[config.mk]
export PLATFORM = sky130hd
export DESIGN_NAME = mc_ctrl_flat
export DESIGN_NICKNAME = d
export VERILOG_FILES = /design/src/rtl/mc_ctrl_pkg.sv /design/src/rtl/mc_ctrl_if.sv /design/src/rtl/mc_decode.sv /design/src/rtl/mc_ctrl.sv /design/src/flat_wrapper.sv
export SDC_FILE = /design/constraint.sdc
export NUM_CORES = 1
export LEC_CHECK = 0
export ABC_AREA = 0
export ABC_CLOCK_PERIOD_IN_PS = 2400
export CORE_MARGIN = 5
export CORE_UTILIZATION = 44
export CTS_CLUSTER_DIAMETER = 100
export DETAILED_ROUTE_END_ITERATION = 6
export PLACE_DENSITY = 0.77
export SYNTH_ARGS = -nofsm -noshare
export SYNTH_HDL_FRONTEND = slang
export SYNTH_SLANG_ARGS = --single-unit
[constraint.sdc]
create_clock -name clk -period 2.4 [get_ports clk]
set_clock_uncertainty 0.15 [all_clocks]
set_input_delay 0.48 -clock clk [delete_from_list [all_inputs] [get_ports clk]]
set_output_delay 0.48 -clock clk [all_outputs]
set_load 0.01 [all_outputs]
[src/rtl/mc_ctrl_pkg.sv]
// Shared types and encodings for the multi-cycle controller and its decoder.
// Pure declarations; no logic, no latency, no flow control.
// Holds the state enum, control-field encodings, opcodes and the funct3 ALU map.
package mc_ctrl_pkg;

  typedef enum logic [2:0] {
    S_FETCH  = 3'd0,
    S_DECODE = 3'd1,
    S_EXEC   = 3'd2,
    S_MEM    = 3'd3,
    S_WB     = 3'd4,
    S_FAULT  = 3'd5
  } state_e;

  typedef enum logic [2:0] {
    C_ALU, C_LOAD, C_STORE, C_BRANCH, C_JAL, C_JALR
  } ins_class_e;

  localparam logic [5:0] EXT_SHAMT = 6'b100000;
  localparam logic [5:0] EXT_ITYPE = 6'b010000;
  localparam logic [5:0] EXT_STYPE = 6'b001000;
  localparam logic [5:0] EXT_BTYPE = 6'b000100;
  localparam logic [5:0] EXT_UTYPE = 6'b000010;
  localparam logic [5:0] EXT_JTYPE = 6'b000001;

  localparam logic [1:0] WD_ALU = 2'b00;
  localparam logic [1:0] WD_MEM = 2'b01;
  localparam logic [1:0] WD_PC  = 2'b10;

  localparam logic [2:0] NPC_PLUS4  = 3'b000;
  localparam logic [2:0] NPC_BRANCH = 3'b001;
  localparam logic [2:0] NPC_JUMP   = 3'b010;
  localparam logic [2:0] NPC_JALR   = 3'b100;

  localparam logic [4:0] ALU_NOP  = 5'b00000;
  localparam logic [4:0] ALU_LUI  = 5'b00001;
  localparam logic [4:0] ALU_ADD  = 5'b00011;
  localparam logic [4:0] ALU_SUB  = 5'b00100;
  localparam logic [4:0] ALU_SLT  = 5'b01010;
  localparam logic [4:0] ALU_SLTU = 5'b01011;
  localparam logic [4:0] ALU_XOR  = 5'b01100;
  localparam logic [4:0] ALU_OR   = 5'b01101;
  localparam logic [4:0] ALU_AND  = 5'b01110;
  localparam logic [4:0] ALU_SLL  = 5'b01111;
  localparam logic [4:0] ALU_SRL  = 5'b10000;
  localparam logic [4:0] ALU_SRA  = 5'b10001;
  localparam logic [4:0] ALU_MUL  = 5'b10010;

  localparam logic [6:0] OP_RTYPE  = 7'b0110011;
  localparam logic [6:0] OP_IALU   = 7'b0010011;
  localparam logic [6:0] OP_LOAD   = 7'b0000011;
  localparam logic [6:0] OP_STORE  = 7'b0100011;
  localparam logic [6:0] OP_BRANCH = 7'b1100011;
  localparam logic [6:0] OP_JAL    = 7'b1101111;
  localparam logic [6:0] OP_JALR   = 7'b1100111;
  localparam logic [6:0] OP_LUI    = 7'b0110111;

  localparam logic [6:0] F7_BASE   = 7'b0000000;
  localparam logic [6:0] F7_ALT    = 7'b0100000;
  localparam logic [6:0] F7_MULDIV = 7'b0000001;

  // funct3 -> ALU op shared by R-type and I-type arithmetic
  function automatic logic [4:0] base_alu(input logic [2:0] f3);
    case (f3)
      3'b000:  return ALU_ADD;
      3'b001:  return ALU_SLL;
      3'b010:  return ALU_SLT;
      3'b011:  return ALU_SLTU;
      3'b100:  return ALU_XOR;
      3'b101:  return ALU_SRL;
      3'b110:  return ALU_OR;
      default: return ALU_AND;
    endcase
  endfunction

endpackage

[src/rtl/mc_ctrl_if.sv]
// Controller <-> datapath/memory bundle: instruction fields, flags, handshake, control.
// Wires only; no latency. Memory backpressure is carried by mem_ready.
// master = controller side, slave = datapath side.
interface mc_ctrl_if;
  logic [6:0] Op;
  logic [6:0] Funct7;
  logic [2:0] Funct3;
  logic       Zero;
  logic       Lt;
  logic       Ltu;
  logic       mem_ready;
  logic       mem_req;
  logic       MemWrite;
  logic       IRWrite;
  logic       PCWrite;
  logic       RegWrite;
  logic [5:0] EXTOp;
  logic [4:0] ALUOp;
  logic [2:0] NPCOp;
  logic       ALUSrc;
  logic [1:0] WDSel;
  logic       fault;
  logic [2:0] state;

  modport master (
    input  Op, Funct7, Funct3, Zero, Lt, Ltu, mem_ready,
    output mem_req, MemWrite, IRWrite, PCWrite, RegWrite,
    output EXTOp, ALUOp, NPCOp, ALUSrc, WDSel, fault, state
  );

  modport slave (
    output Op, Funct7, Funct3, Zero, Lt, Ltu, mem_ready,
    input  mem_req, MemWrite, IRWrite, PCWrite, RegWrite,
    input  EXTOp, ALUOp, NPCOp, ALUSrc, WDSel, fault, state
  );
endinterface

[src/rtl/mc_decode.sv]
// Combinational instruction decode: legality, class, ALU/ext/src fields, branch outcome.
// Zero latency; no flow control. MC_CTRL_RV32M_EN adds the funct7=0000001 mul/div group.
module mc_decode
  import mc_ctrl_pkg::*;
(
  input  logic [6:0] op,
  input  logic [6:0] funct7,
  input  logic [2:0] funct3,
  input  logic       zero,
  input  logic       lt,
  input  logic       ltu,
  output logic       legal,
  output ins_class_e cls,
  output logic [4:0] alu_op,
  output logic       alu_src,
  output logic [5:0] ext_op,
  output logic       br_taken
);

  always_comb begin
    legal    = 1'b0;
    cls      = C_ALU;
    alu_op   = ALU_NOP;
    alu_src  = 1'b0;
    ext_op   = 6'd0;
    br_taken = 1'b0;
    case (op)
      OP_RTYPE: begin
        case (funct7)
          F7_BASE: begin
            legal  = 1'b1;
            alu_op = base_alu(funct3);
          end
          F7_ALT: begin
            legal  = (funct3 == 3'b000) || (funct3 == 3'b101);
            alu_op = (funct3 == 3'b000) ? ALU_SUB : ALU_SRA;
          end
`ifdef MC_CTRL_RV32M_EN
          F7_MULDIV: begin
            legal  = 1'b1;
            alu_op = ALU_MUL + {2'b00, funct3};
          end
`endif
          default: ;
        endcase
      end
      OP_IALU: begin
        legal   = 1'b1;
        alu_src = 1'b1;
        ext_op  = EXT_ITYPE;
        alu_op  = base_alu(funct3);
        // shifts reuse funct7 as the sub-opcode; other I-ops treat it as immediate
        if (funct3 == 3'b001) begin
          ext_op = EXT_SHAMT;
          legal  = (funct7 == F7_BASE);
        end else if (funct3 == 3'b101) begin
          ext_op = EXT_SHAMT;
          legal  = (funct7 == F7_BASE) || (funct7 == F7_ALT);
          if (funct7 == F7_ALT) alu_op = ALU_SRA;
        end
      end
      OP_LOAD: begin
        legal   = (funct3 == 3'b010);
        cls     = C_LOAD;
        alu_op  = ALU_ADD;
        alu_src = 1'b1;
        ext_op  = EXT_ITYPE;
      end
      OP_STORE: begin
        legal   = (funct3 == 3'b010);
        cls     = C_STORE;
        alu_op  = ALU_ADD;
        alu_src = 1'b1;
        ext_op  = EXT_STYPE;
      end
      OP_BRANCH: begin
        legal  = (funct3[2:1] != 2'b01);
        cls    = C_BRANCH;
        alu_op = ALU_SUB;
        ext_op = EXT_BTYPE;
        // funct3[0] inverts the selected compare flag
        case (funct3[2:1])
          2'b00:   br_taken = zero ^ funct3[0];
          2'b10:   br_taken = lt ^ funct3[0];
          2'b11:   br_taken = ltu ^ funct3[0];
          default: br_taken = 1'b0;
        endcase
      end
      OP_JAL: begin
        legal  = 1'b1;
        cls    = C_JAL;
        ext_op = EXT_JTYPE;
      end
      OP_JALR: begin
        legal  = (funct3 == 3'b000);
        cls    = C_JALR;
        ext_op = EXT_ITYPE;
      end
      OP_LUI: begin
        legal   = 1'b1;
        alu_op  = ALU_LUI;
        alu_src = 1'b1;
        ext_op  = EXT_UTYPE;
      end
      default: ;
    endcase
  end

endmodule

[src/rtl/mc_ctrl.sv]
// Multi-cycle RV32I control FSM (FETCH/DECODE/EXEC/MEM/WB/FAULT); MC_CTRL_RV32M_EN enables mul/div decode.
// Latency: 3 cycles after fetch (ALU), 2 (branch/jump), 3+ (load/store, memory-dependent).
// Backpressure: holds FETCH/MEM while mem_ready=0; faults after MEM_TIMEOUT wait cycles.
module mc_ctrl
  import mc_ctrl_pkg::*;
#(
  parameter int MEM_TIMEOUT = 16
) (
  input  logic      clk,
  input  logic      rst,
  mc_ctrl_if.master bus
);

  state_e     state_q, state_d;
  logic [7:0] wait_q, wait_d;

  logic       dec_legal, dec_alu_src, dec_br_taken;
  ins_class_e dec_cls;
  logic [4:0] dec_alu_op;
  logic [5:0] dec_ext_op;

  logic       mem_req, mem_write, ir_write, pc_write, reg_write, alu_src, fault;
  logic [5:0] ext_op;
  logic [4:0] alu_op;
  logic [2:0] npc_op;
  logic [1:0] wd_sel;
  logic       timeout;

  mc_decode u_decode (
    .op       (bus.Op),
    .funct7   (bus.Funct7),
    .funct3   (bus.Funct3),
    .zero     (bus.Zero),
    .lt       (bus.Lt),
    .ltu      (bus.Ltu),
    .legal    (dec_legal),
    .cls      (dec_cls),
    .alu_op   (dec_alu_op),
    .alu_src  (dec_alu_src),
    .ext_op   (dec_ext_op),
    .br_taken (dec_br_taken)
  );

  // a ready arriving on the last allowed wait cycle still completes the access
  assign timeout = !bus.mem_ready && (wait_q == 8'(MEM_TIMEOUT - 1));

  always_ff @(posedge clk) begin
    if (rst) begin
      state_q <= S_FETCH;
      wait_q  <= 8'd0;
    end else begin
      state_q <= state_d;
      wait_q  <= wait_d;
    end
  end

  always_comb begin
    state_d   = state_q;
    mem_req   = 1'b0;
    mem_write = 1'b0;
    ir_write  = 1'b0;
    pc_write  = 1'b0;
    reg_write = 1'b0;
    alu_src   = 1'b0;
    fault     = 1'b0;
    ext_op    = 6'd0;
    alu_op    = ALU_NOP;
    npc_op    = NPC_PLUS4;
    wd_sel    = WD_ALU;
    case (state_q)
      S_FETCH: begin
        mem_req = 1'b1;
        if (bus.mem_ready) begin
          ir_write = 1'b1;
          state_d  = S_DECODE;
        end else if (timeout) begin
          state_d = S_FAULT;
        end
      end
      S_DECODE: state_d = dec_legal ? S_EXEC : S_FAULT;
      S_EXEC: begin
        alu_op  = dec_alu_op;
        alu_src = dec_alu_src;
        ext_op  = dec_ext_op;
        case (dec_cls)
          C_LOAD, C_STORE: state_d = S_MEM;
          C_BRANCH: begin
            pc_write = 1'b1;
            npc_op   = dec_br_taken ? NPC_BRANCH : NPC_PLUS4;
            state_d  = S_FETCH;
          end
          C_JAL, C_JALR: begin
            reg_write = 1'b1;
            wd_sel    = WD_PC;
            pc_write  = 1'b1;
            npc_op    = (dec_cls == C_JAL) ? NPC_JUMP : NPC_JALR;
            state_d   = S_FETCH;
          end
          default: state_d = S_WB;
        endcase
      end
      S_MEM: begin
        mem_req   = 1'b1;
        mem_write = (dec_cls == C_STORE);
        if (bus.mem_ready) begin
          if (dec_cls == C_STORE) begin
            pc_write = 1'b1;
            state_d  = S_FETCH;
          end else begin
            state_d = S_WB;
          end
        end else if (timeout) begin
          state_d = S_FAULT;
        end
      end
      S_WB: begin
        reg_write = 1'b1;
        wd_sel    = (dec_cls == C_LOAD) ? WD_MEM : WD_ALU;
        pc_write  = 1'b1;
        state_d   = S_FETCH;
      end
      S_FAULT: fault = 1'b1;
      default: state_d = S_FAULT;
    endcase

    if ((state_d != state_q) || bus.mem_ready) wait_d = 8'd0;
    else if (mem_req)                          wait_d = wait_q + 8'd1;
    else                                       wait_d = wait_q;
  end

  // reset silences every output in the cycle it is asserted, aborting any access
  assign bus.mem_req  = mem_req & ~rst;
  assign bus.MemWrite = mem_write & ~rst;
  assign bus.IRWrite  = ir_write & ~rst;
  assign bus.PCWrite  = pc_write & ~rst;
  assign bus.RegWrite = reg_write & ~rst;
  assign bus.ALUSrc   = alu_src & ~rst;
  assign bus.fault    = fault & ~rst;
  assign bus.EXTOp    = rst ? 6'd0 : ext_op;
  assign bus.ALUOp    = rst ? 5'd0 : alu_op;
  assign bus.NPCOp    = rst ? 3'd0 : npc_op;
  assign bus.WDSel    = rst ? 2'd0 : wd_sel;
  assign bus.state    = rst ? 3'd0 : state_q;

endmodule

[src/flat_wrapper.sv]
// flat-port wrapper written by rule: the top's interface ports become plain ports
module mc_ctrl_flat import mc_ctrl_pkg::*;
#(
  parameter int MEM_TIMEOUT = 16
)
  (clk, rst, bus_Op, bus_Funct7, bus_Funct3, bus_Zero, bus_Lt, bus_Ltu, bus_mem_ready, bus_mem_req, bus_MemWrite, bus_IRWrite, bus_PCWrite, bus_RegWrite, bus_EXTOp, bus_ALUOp, bus_NPCOp, bus_ALUSrc, bus_WDSel, bus_fault, bus_state);
  mc_ctrl_if bus_i ();
  input  logic clk;
  input  logic rst;
  input wire logic [$bits(bus_i.Op)-1:0] bus_Op;
  input wire logic [$bits(bus_i.Funct7)-1:0] bus_Funct7;
  input wire logic [$bits(bus_i.Funct3)-1:0] bus_Funct3;
  input wire logic [$bits(bus_i.Zero)-1:0] bus_Zero;
  input wire logic [$bits(bus_i.Lt)-1:0] bus_Lt;
  input wire logic [$bits(bus_i.Ltu)-1:0] bus_Ltu;
  input wire logic [$bits(bus_i.mem_ready)-1:0] bus_mem_ready;
  output wire logic [$bits(bus_i.mem_req)-1:0] bus_mem_req;
  output wire logic [$bits(bus_i.MemWrite)-1:0] bus_MemWrite;
  output wire logic [$bits(bus_i.IRWrite)-1:0] bus_IRWrite;
  output wire logic [$bits(bus_i.PCWrite)-1:0] bus_PCWrite;
  output wire logic [$bits(bus_i.RegWrite)-1:0] bus_RegWrite;
  output wire logic [$bits(bus_i.EXTOp)-1:0] bus_EXTOp;
  output wire logic [$bits(bus_i.ALUOp)-1:0] bus_ALUOp;
  output wire logic [$bits(bus_i.NPCOp)-1:0] bus_NPCOp;
  output wire logic [$bits(bus_i.ALUSrc)-1:0] bus_ALUSrc;
  output wire logic [$bits(bus_i.WDSel)-1:0] bus_WDSel;
  output wire logic [$bits(bus_i.fault)-1:0] bus_fault;
  output wire logic [$bits(bus_i.state)-1:0] bus_state;
  assign bus_i.Op = bus_Op;
  assign bus_i.Funct7 = bus_Funct7;
  assign bus_i.Funct3 = bus_Funct3;
  assign bus_i.Zero = bus_Zero;
  assign bus_i.Lt = bus_Lt;
  assign bus_i.Ltu = bus_Ltu;
  assign bus_i.mem_ready = bus_mem_ready;
  assign bus_mem_req = bus_i.mem_req;
  assign bus_MemWrite = bus_i.MemWrite;
  assign bus_IRWrite = bus_i.IRWrite;
  assign bus_PCWrite = bus_i.PCWrite;
  assign bus_RegWrite = bus_i.RegWrite;
  assign bus_EXTOp = bus_i.EXTOp;
  assign bus_ALUOp = bus_i.ALUOp;
  assign bus_NPCOp = bus_i.NPCOp;
  assign bus_ALUSrc = bus_i.ALUSrc;
  assign bus_WDSel = bus_i.WDSel;
  assign bus_fault = bus_i.fault;
  assign bus_state = bus_i.state;
  mc_ctrl #(.MEM_TIMEOUT(MEM_TIMEOUT)) u_core (.clk(clk), .rst(rst), .bus(bus_i));
endmodule
==> results of run 1 <==
==> report_power, final <==
group          switching [mW]  internal [mW]
Combinational           0.156          0.146
Sequential            0.00999          0.194
Clock                  0.0582         0.0643
==> what timing repair did <==
action	4_1_cts	5_1_grt
cloned	0	0
setup endpoints to repair	27	25
pin swaps	20	18
gates resized for setup	135	26
buffers inserted	7	2
hold endpoints to repair	0	0
==> per-layer routing <==
metal	track usage (%)	up-vias	part of all wire [%]
met5	0	-	0
met4	9.87	0	2.9
met3	4.97	18	7.6
met2	42.1	104	49
met1	28.6	858	40
li1	-	859	-
==> state kept, by name, summed over array words and instances, names as in the netlist <==
signal and count:
u_core.state_q 3, u_core.wait_q 8
==> tightest hold or removal path, delay by kind of cell, from the launching register on <==
kind | cells | cell delay (ns)
DFF | 1 | 0.36
and+or+nand+nor | 1 | 0.07
xor gates and xnor gates | 1 | 0.08
==> cells by family (layout without fill, tap and decap cells) <==
group           after synthesis  after routing  share of synthesized area, %
compound gates               35             35                          20.3
flops                        11             11                          17.6
fa+ha+maj                     1              1                         0.998
simple gates                106            106                          46.6
buf+inv                      18            109                          5.99
xor+xnor                     10             10                          6.99
mux                           2              2                          1.60
==> placed cells by master (no fill, tap or decap), types with 4 or more instances in the layout <==
| master | synthesis | final |
|---|---|---|
| buf_6 | 0 | 9 |
| clkdlybuf4s50_1 | 0 | 9 |
| and3_1 | 6 | 5 |
| xor2_1 | 8 | 7 |
| nand4_1 | 7 | 7 |
| buf_4 | 1 | 46 |
| nor2b_1 | 8 | 6 |
| nor3_2 | 1 | 5 |
| inv_1 | 8 | 8 |
| buf_2 | 3 | 15 |
| a21oi_1 | 9 | 5 |
| nand2b_1 | 5 | 4 |
| nand3_1 | 8 | 6 |
| nand2_1 | 13 | 10 |
| dlygate4sd2_1 | 0 | 13 |
| nor2_1 | 26 | 23 |
| dfxtp_1 | 11 | 8 |
==> how the worst max path moves through the flow <==
stage,startpoint,end,slack [ns],cells after the start
after detailed placement,bus_Op[4],bus_ALUOp[0],-0.94,7
after global routing,bus_Funct7[0],bus_ALUOp[0],-0.20,8
final,bus_Funct7[0],bus_ALUOp[0],-0.16,8
after CTS,bus_Funct7[2],bus_ALUOp[0],-0.12,8
after global placement,bus_Op[4],bus_ALUOp[0],-0.85,7
after floorplan,bus_Op[5],bus_ALUOp[2],-0.01,6
==> cell type report <==
| cell class | count | area, sq um | area share [%] |
|---|---|---|---|
| clock buffer | 4 | 26.3 | 1.16 |
| tap | 31 | 38.8 | 1.71 |
| sequential | 11 | 224 | 9.88 |
| multi-input combinational | 154 | 1170 | 51.6 |
| timing repair buffer | 97 | 778 | 34.3 |
| inverter | 8 | 30.0 | 1.32 |
==> through the flow <==
| stage | instances | utilization [%] | power (mW) | cell area, sq um | setup TNS [ns] |
|---|---|---|---|---|---|
| 3_5_place_dp | 294 | 75.1 | 0.470 | 2050 | -18.39 |
| 6_report | 305 | 82.9 | 0.628 | 2270 | -0.275 |
| 5_1_grt | 305 | 82.9 | 0.667 | 2270 | -0.530 |
| 2_1_floorplan | 183 | - | 0.333 | 1260 | -0.0180 |
| 4_1_cts | 305 | 80.2 | 0.609 | 2190 | -0.172 |
| 3_3_place_gp | 294 | 75.1 | 0.457 | 2050 | -16.55 |
==> results.toml, run 1 <==
[setup_path]
start_kind = "primary input"
crit_type = "primary input to output pin"
cp_slowest_cell = "or3_4"
worst_ep_arrival_time_ns = 1.93
cp_cell_sequence = "buf_6, nor4_4, buf_4, nand3_4, or3_4, and3_4, a21oi_2, buf_2"
cp_top_family = "simple AND/OR/NAND/NOR gates"
path_max_fanout = 3
reg2regPathDepth = 5
crit_path_end_kind = "output pin"
required_ns = 1.77
worst-path-buf-inv = 3
r2r_slack_ns = 0.47
rr_endpoint = "u_core.state_q[2]"
slowest_delay_ns = 0.39
r2r_start = "u_core.wait_q[2]"

[clocking]
clk_pin_slew_ns = 0.06
worst_skew_pair.late_latency_ns = 0.27
numCtsBuffers = 3
root_buffer = "clkbuf_4"
ctsHoldBuffers = 0
cts_tree = "done"
h-tree-depth = 1
clock-sinks = 11
clk_path_buf_depth = 2

[yosys]
async_flop_share_pct = 0
yosysMostFrequentCell = "nor2_1"
synth_top_area_cell = "dfxtp_1"
synth_cell_types = 47
synth_area_leaders = "dfxtp_1, nor2_1, xor2_1, nor2b_1, nand2_1"
syn-num-nets = 207
synthCells = 183
synth_edf_count = 0
ys.flop_type = "dfxtp_1"
yosysWarnings = 0
ys_top_cells_by_count = "nor2_1, nand2_1, dfxtp_1"
synth_area_per_cell_sq_um = 6.85
synthesis.area_sq_um = 1250
ys_seq_elements = 11
ys_seq_area_share_pct = 17.6
synth.top_cell.area_share_pct = 17.6

[floorplan]
start_util_pct = 45.9
row_count = 19
io_pins = 49
design.core.area_sq_um = 2730
die_y_um = 63.4
fp.dieW_um = 63.4
die_area_sq_um = 4020

[route]
wirelength_mm = 5.22
ant_nets = 0
first_pass_iters = 5
viasPerCell = 6.03
drtIter0Drc = 174
avgRoutedWirePerCell_um = 17.1
num_vias = 1839
drc = 0

[global_routing]
grt_pass1_wl_mm = 8.10
grt_max_degree = 12
grt_usage_pct = 24.3
grt_antenna_before_repair = 0
overflow = 0
grt_pass1_vias = 1801

[sta]
grt_setup_unrepaired = "true"
worstMarginPinSlew_ns = 0.554
fin_crit_ns = 2.56
max-slew-margin-rel_pct = 62.9
hold_violations = 0
finalSetupViolations = 2
maxSlewViolCount = 0
holdWs_ns = 0.401
setup_ws_ns = -0.163
clock.fmax_mhz = 390
fin_crit_sh_pct = 107

[final_layout]
drive_gt1_share_pct = 43.1
antenna_cells = 0
area_growth_syn_to_layout_pct = 80.8
fillers = 172
fin_nets = 299

[placement]
dp_hpwl_mm = 3.64
port_buffers = 48
post-place-ws_ns = -0.943
gp_congestion = 1.10

[flow_run]
maxCapViolations = 0

[power_and_ir_drop]
p_leak_nw = 0.991
powerDensity_nw_per_um2 = 277
ir_drop_mv = 0.565

[worst_hold_path]
worstHoldPathCells = 2
min_to = "u_core.wait_q[0]"
min_from = "u_core.wait_q[0]"
hold_path_class = "flop to flop"

[outcome]
violations = "setup timing"
status = "finished with violations"
(Power assumes the default switching activity.)
==> inputs of run 2 (changes only) <==
- ABC_CLOCK_PERIOD_IN_PS: 2400 -> 3100
- CORE_UTILIZATION: 44 -> 47
- CTS_CLUSTER_DIAMETER: 100 -> not set
- PLACE_DENSITY: 0.77 -> 0.81
- clock period: 2.4 -> 3.1 ns (I/O delays scaled with it)
==> results.toml, run 2 (synthesized netlist as in run 1, its figures left out) <==
[setup_path]
worst_ep_arrival_time_ns = 2.25
start_kind = "primary input"
path_max_fanout = 4
crit_type = "primary input to output pin"
crit_path_end_kind = "output pin"
cp-startpoint = "bus_Op[5]"
required_ns = 2.33
r2r_start = "u_core.wait_q[5]"

[final_layout]
fillers = 174
regMostFlops = "u_core.wait_q"
fin_nets = 289
final_cell_mix = "buf_4, nor2_1, clkdlybuf4s50_1, dlygate4sd2_1, nand2_1"
largest_reg_flops = 8
final_area_sq_um = 2110
mostFrequentLayoutCell = "buf_4"
area_growth_syn_to_layout_pct = 68.0
antenna_cells = 0
top_regs = "u_core.wait_q (8), u_core.state_q (3)"
utilization_pct = 83.5
drive_gt1_share_pct = 29.2
final_cells = 294

[global_routing]
grt_antenna_before_repair = 0
grt-busiest-layer = "met2"
met3_usage_pct = 5.87
grt_pass1_wl_mm = 7.03
grt_usage_pct = 24.2
overflow = 0
grt_util_met2_pct = 39.3
grt_pass1_vias = 1588
grt_max_degree = 12
gr-usage-met1_pct = 32.5

[sta]
fin_tns_setup_ns = 0
worstMarginPinSlew_ns = 0.648
finalSetupViolations = 0
maxSlewViolCount = 0
hold_violations = 0
clock.fmax_mhz = 331
fin_crit_sh_pct = 97.3
max-slew-margin-rel_pct = 56.8
fin_crit_ns = 3.02

[floorplan]
row_count = 18
io_pins = 49
design.core.area_sq_um = 2520
fp.dieW_um = 61.6
die_area_sq_um = 3800
die_y_um = 61.6
start_util_pct = 49.7

[route]
num_vias = 1721
wirelength_mm = 4.40
viasPerCell = 5.85
first_pass_iters = 4
drtIter0Drc = 95
drc = 0
ant_nets = 0
avgRoutedWirePerCell_um = 15.0

[power_and_ir_drop]
powerDensity_nw_per_um2 = 215
total_power_uw = 454
p_leak_nw = 0.937
ir_drop_mv = 0.435

[clocking]
clk_path_buf_depth = 2
ctsHoldBuffers = 0
cts_tree = "done"
clock-sinks = 11
root_buffer = "clkbuf_4"
clk_pin_slew_ns = 0.06
h-tree-depth = 1
worst_skew_pair.late_latency_ns = 0.26
numCtsBuffers = 3

[outcome]
status = "completed"

[placement]
placed_area_sq_um = 2000
port_buffers = 48
dp_cells = 288
dp_hpwl_mm = 3.56
gp_congestion = 1.04

[flow_run]
maxCapViolations = 0

[worst_hold_path]
hold_path_class = "flop to flop"
min_from = "u_core.wait_q[1]"
==> run 2: layout make-up <==
class / count / area [sq um] / area share, %
inverters: 8 / 30.0 / 1.43
flip-flops and latches: 11 / 220 / 10.5
multi-input cells: 154 / 1050 / 50.0
well taps: 30 / 37.5 / 1.78
repair buffers: 87 / 738 / 35.1
clock buffers: 4 / 26.3 / 1.25
==> run 2: worst paths after layout <==
check / end / slack (ns) / cells past startpoint
worst max-delay path: bus_ALUOp[3] / 0.08 / 7
worst min-delay path: u_core.wait_q[1] / 0.38 / 2
worst max register to register: u_core.wait_q[2] / 1.09 / 5
worst min register to register: u_core.wait_q[1] / 0.38 / 2
==> run 2: metrics by stage <==
stage,setup WS [ns],hold slack (ns)
floorplan,0.332,0.329
global placement,-0.427,0.345
detailed placement,-0.493,0.374
CTS,-0.0849,0.391
global route,-0.0109,0.439
finish,0.0831,0.380
==> run 2: power by group <==
| part | switching, mW | internal [mW] | total, mW | leakage, nW |
|---|---|---|---|---|
| registers | 0.00489 | 0.149 | 0.154 | 0.0892 |
| clock network | 0.0406 | 0.0496 | 0.0902 | 0.0150 |
| logic | 0.108 | 0.102 | 0.210 | 0.833 |
| total | 0.153 | 0.301 | 0.454 | 0.937 |
==> run 2: repair_timing <==
action / in CTS / in global routing
hold endpoints to repair: 0 / 0
setup buffers: 2 / 0
resized for setup: 46 / 27
setup endpoints to repair: 20 / 10
pin swaps: 4 / 3
==> run 2: worst max-delay path, cell delays in order <==
cell and delay, ns:
clkdlybuf4s50_1 0.53, nand2b_4 0.07, a21oi_1 0.16, a21oi_1 0.06, or4_4 0.46, nor3_2 0.18
clkbuf_2 0.16
==> run 2: layer usage <==
metal	part of all wire, %	vias up
met1	44	791
met3	7.8	10
met5	0	-
li1	-	845
met2	47	75
met4	1.2	0
==> inputs of run 3 (changes only) <==
- CORE_UTILIZATION: 47 -> 49
- CTS_BUF_LIST: not set -> sky130_fd_sc_hd__clkbuf_8
- PLACE_DENSITY: 0.81 -> 0.85
==> results.toml, run 3 (synthesized netlist as in run 1, its figures left out) <==
[sta]
maxSlewViolCount = 0
finalSetupViolations = 0
hold_violations = 0
fin_tns_setup_ns = 0
holdWs_ns = 0.404
worstMarginPinSlew_ns = 0.786
fin_crit_sh_pct = 97.5
clock.fmax_mhz = 331
max-slew-margin-rel_pct = 47.6
fin_crit_ns = 3.02

[final_layout]
regMostFlops = "u_core.wait_q"
antenna_cells = 0
regArea_sq_um = 220
final_cell_mix = "buf_4, nor2_1, clkdlybuf4s50_1"
final_cells = 293
top_regs = "u_core.wait_q (8), u_core.state_q (3)"
utilization_pct = 87.2
area_growth_syn_to_layout_pct = 70.8
final_area_sq_um = 2140
mostFrequentLayoutCell = "buf_4"
fin_nets = 288
drive_gt1_share_pct = 29.3
fillers = 138
multiInputGateArea_sq_um = 1050
largest_reg_flops = 8

[route]
viasPerCell = 6.24
drc = 0
num_vias = 1829
avgRoutedWirePerCell_um = 18.6
wirelength_mm = 5.45
drtIter0Drc = 177
ant_nets = 0
first_pass_iters = 5

[floorplan]
start_util_pct = 51.1
die_area_sq_um = 3670
io_pins = 49
fp.dieW_um = 60.6
design.core.area_sq_um = 2450
die_y_um = 60.6
row_count = 18

[placement]
gp_congestion = 0.946
placed_area_sq_um = 2000
dp_hpwl_mm = 3.87
dp_cells = 288
port_buffers = 48

[setup_path]
path_max_fanout = 4
crit_path_end_kind = "output pin"
cp-startpoint = "rst"
r2r_start = "u_core.wait_q[5]"
required_ns = 2.33
crit_type = "primary input to output pin"
start_kind = "primary input"
worst_ep_arrival_time_ns = 2.25

[power_and_ir_drop]
ir_drop_mv = 0.522
powerDensity_nw_per_um2 = 239
p_leak_nw = 0.967

[clocking]
numCtsBuffers = 3
root_buffer = "clkbuf_8"
h-tree-depth = 1
clk_path_buf_depth = 2
clock-sinks = 11
clk_pin_slew_ns = 0.05
worst_skew_pair.late_latency_ns = 0.24
cts_tree = "done"

[outcome]
status = "completed"

[global_routing]
grt_usage_pct = 29.4
grt_max_degree = 12
grt_pass1_vias = 1695
grt_pass1_wl_mm = 8.16
overflow = 0
grt_antenna_before_repair = 0

[worst_hold_path]
hold_path_class = "flop to flop"
min_from = "u_core.wait_q[7]"

[flow_run]
maxCapViolations = 0
## run 3: cell count changes in the layout (fill, tap and decap cells not counted), moves of 2 or more
cell	change
dlygate4sd2_1	-4
clkbuf_4	-3
clkbuf_8	+3
clkdlybuf4s15_2	+3
clkbuf_2	-2
clkdlybuf4s15_1	+2
dlymetal6s2s_1	+2
nand3_1	+2
nand3_2	-2
nor4_2	+2
## run 3: area by class of cell
| class | instances | area share (%) |
|---|---|---|
| Multi-Input combinational cell | 154 | 49.2 |
| Clock inverter | 1 | 0.234 |
| Timing Repair Buffer | 86 | 35.2 |
| Clock buffer | 3 | 1.93 |
| Sequential cell | 11 | 10.3 |
| Tap cell | 30 | 1.75 |
| Inverter | 8 | 1.40 |
## run 3: path summary, 6_finish.rpt
kind	cells after the start	to	slack, ns
setup / recovery	6	bus_ALUOp[3]	0.08
hold / removal	2	u_core.wait_q[7]	0.40
hold reg to reg	2	u_core.wait_q[7]	0.40
setup reg to reg	5	u_core.wait_q[5]	0.85
## run 3: report_power, final
group	switching, mW	total [mW]	internal [mW]	leakage (nW)
Clock	0.0550	0.143	0.0883	0.0255
Combinational	0.110	0.208	0.0981	0.852
Sequential	0.0112	0.160	0.149	0.0892
## run 3: worst max-delay path, stage by stage
cell,delay (ns)
clkdlybuf4s50_1,0.44
nor2_2,0.15
nand2_2,0.09
or4_4,0.55
nor3_2,0.16
clkdlybuf4s15_2,0.24
## run 3: routing by layer
layer / GRT usage (%) / part of all wire [%] / up-vias
li1: - / - / 832
met1: 39.0 / 38 / 854
met2: 49.5 / 49 / 120
met3: 4.68 / 8.8 / 23
met4: 7.74 / 3.7 / 0
met5: 0 / 0 / -
## run 3: metrics by stage
step           power (mW)  setup WS (ns)
2_1_floorplan       0.258          0.332
3_3_place_gp        0.345         -0.442
3_5_place_dp        0.357         -0.508
4_1_cts             0.499       -0.00255
5_1_grt             0.537        -0.0176
6_report            0.512         0.0787
## run 3: what timing repair did
item / CTS / global route
gates resized for setup: 56 / 19
hold buffers: 0 / 0
gates cloned: 0 / 0
pin swaps: 2 / 7
setup buffers: 1 / 0
setup endpoints to repair: 20 / 10
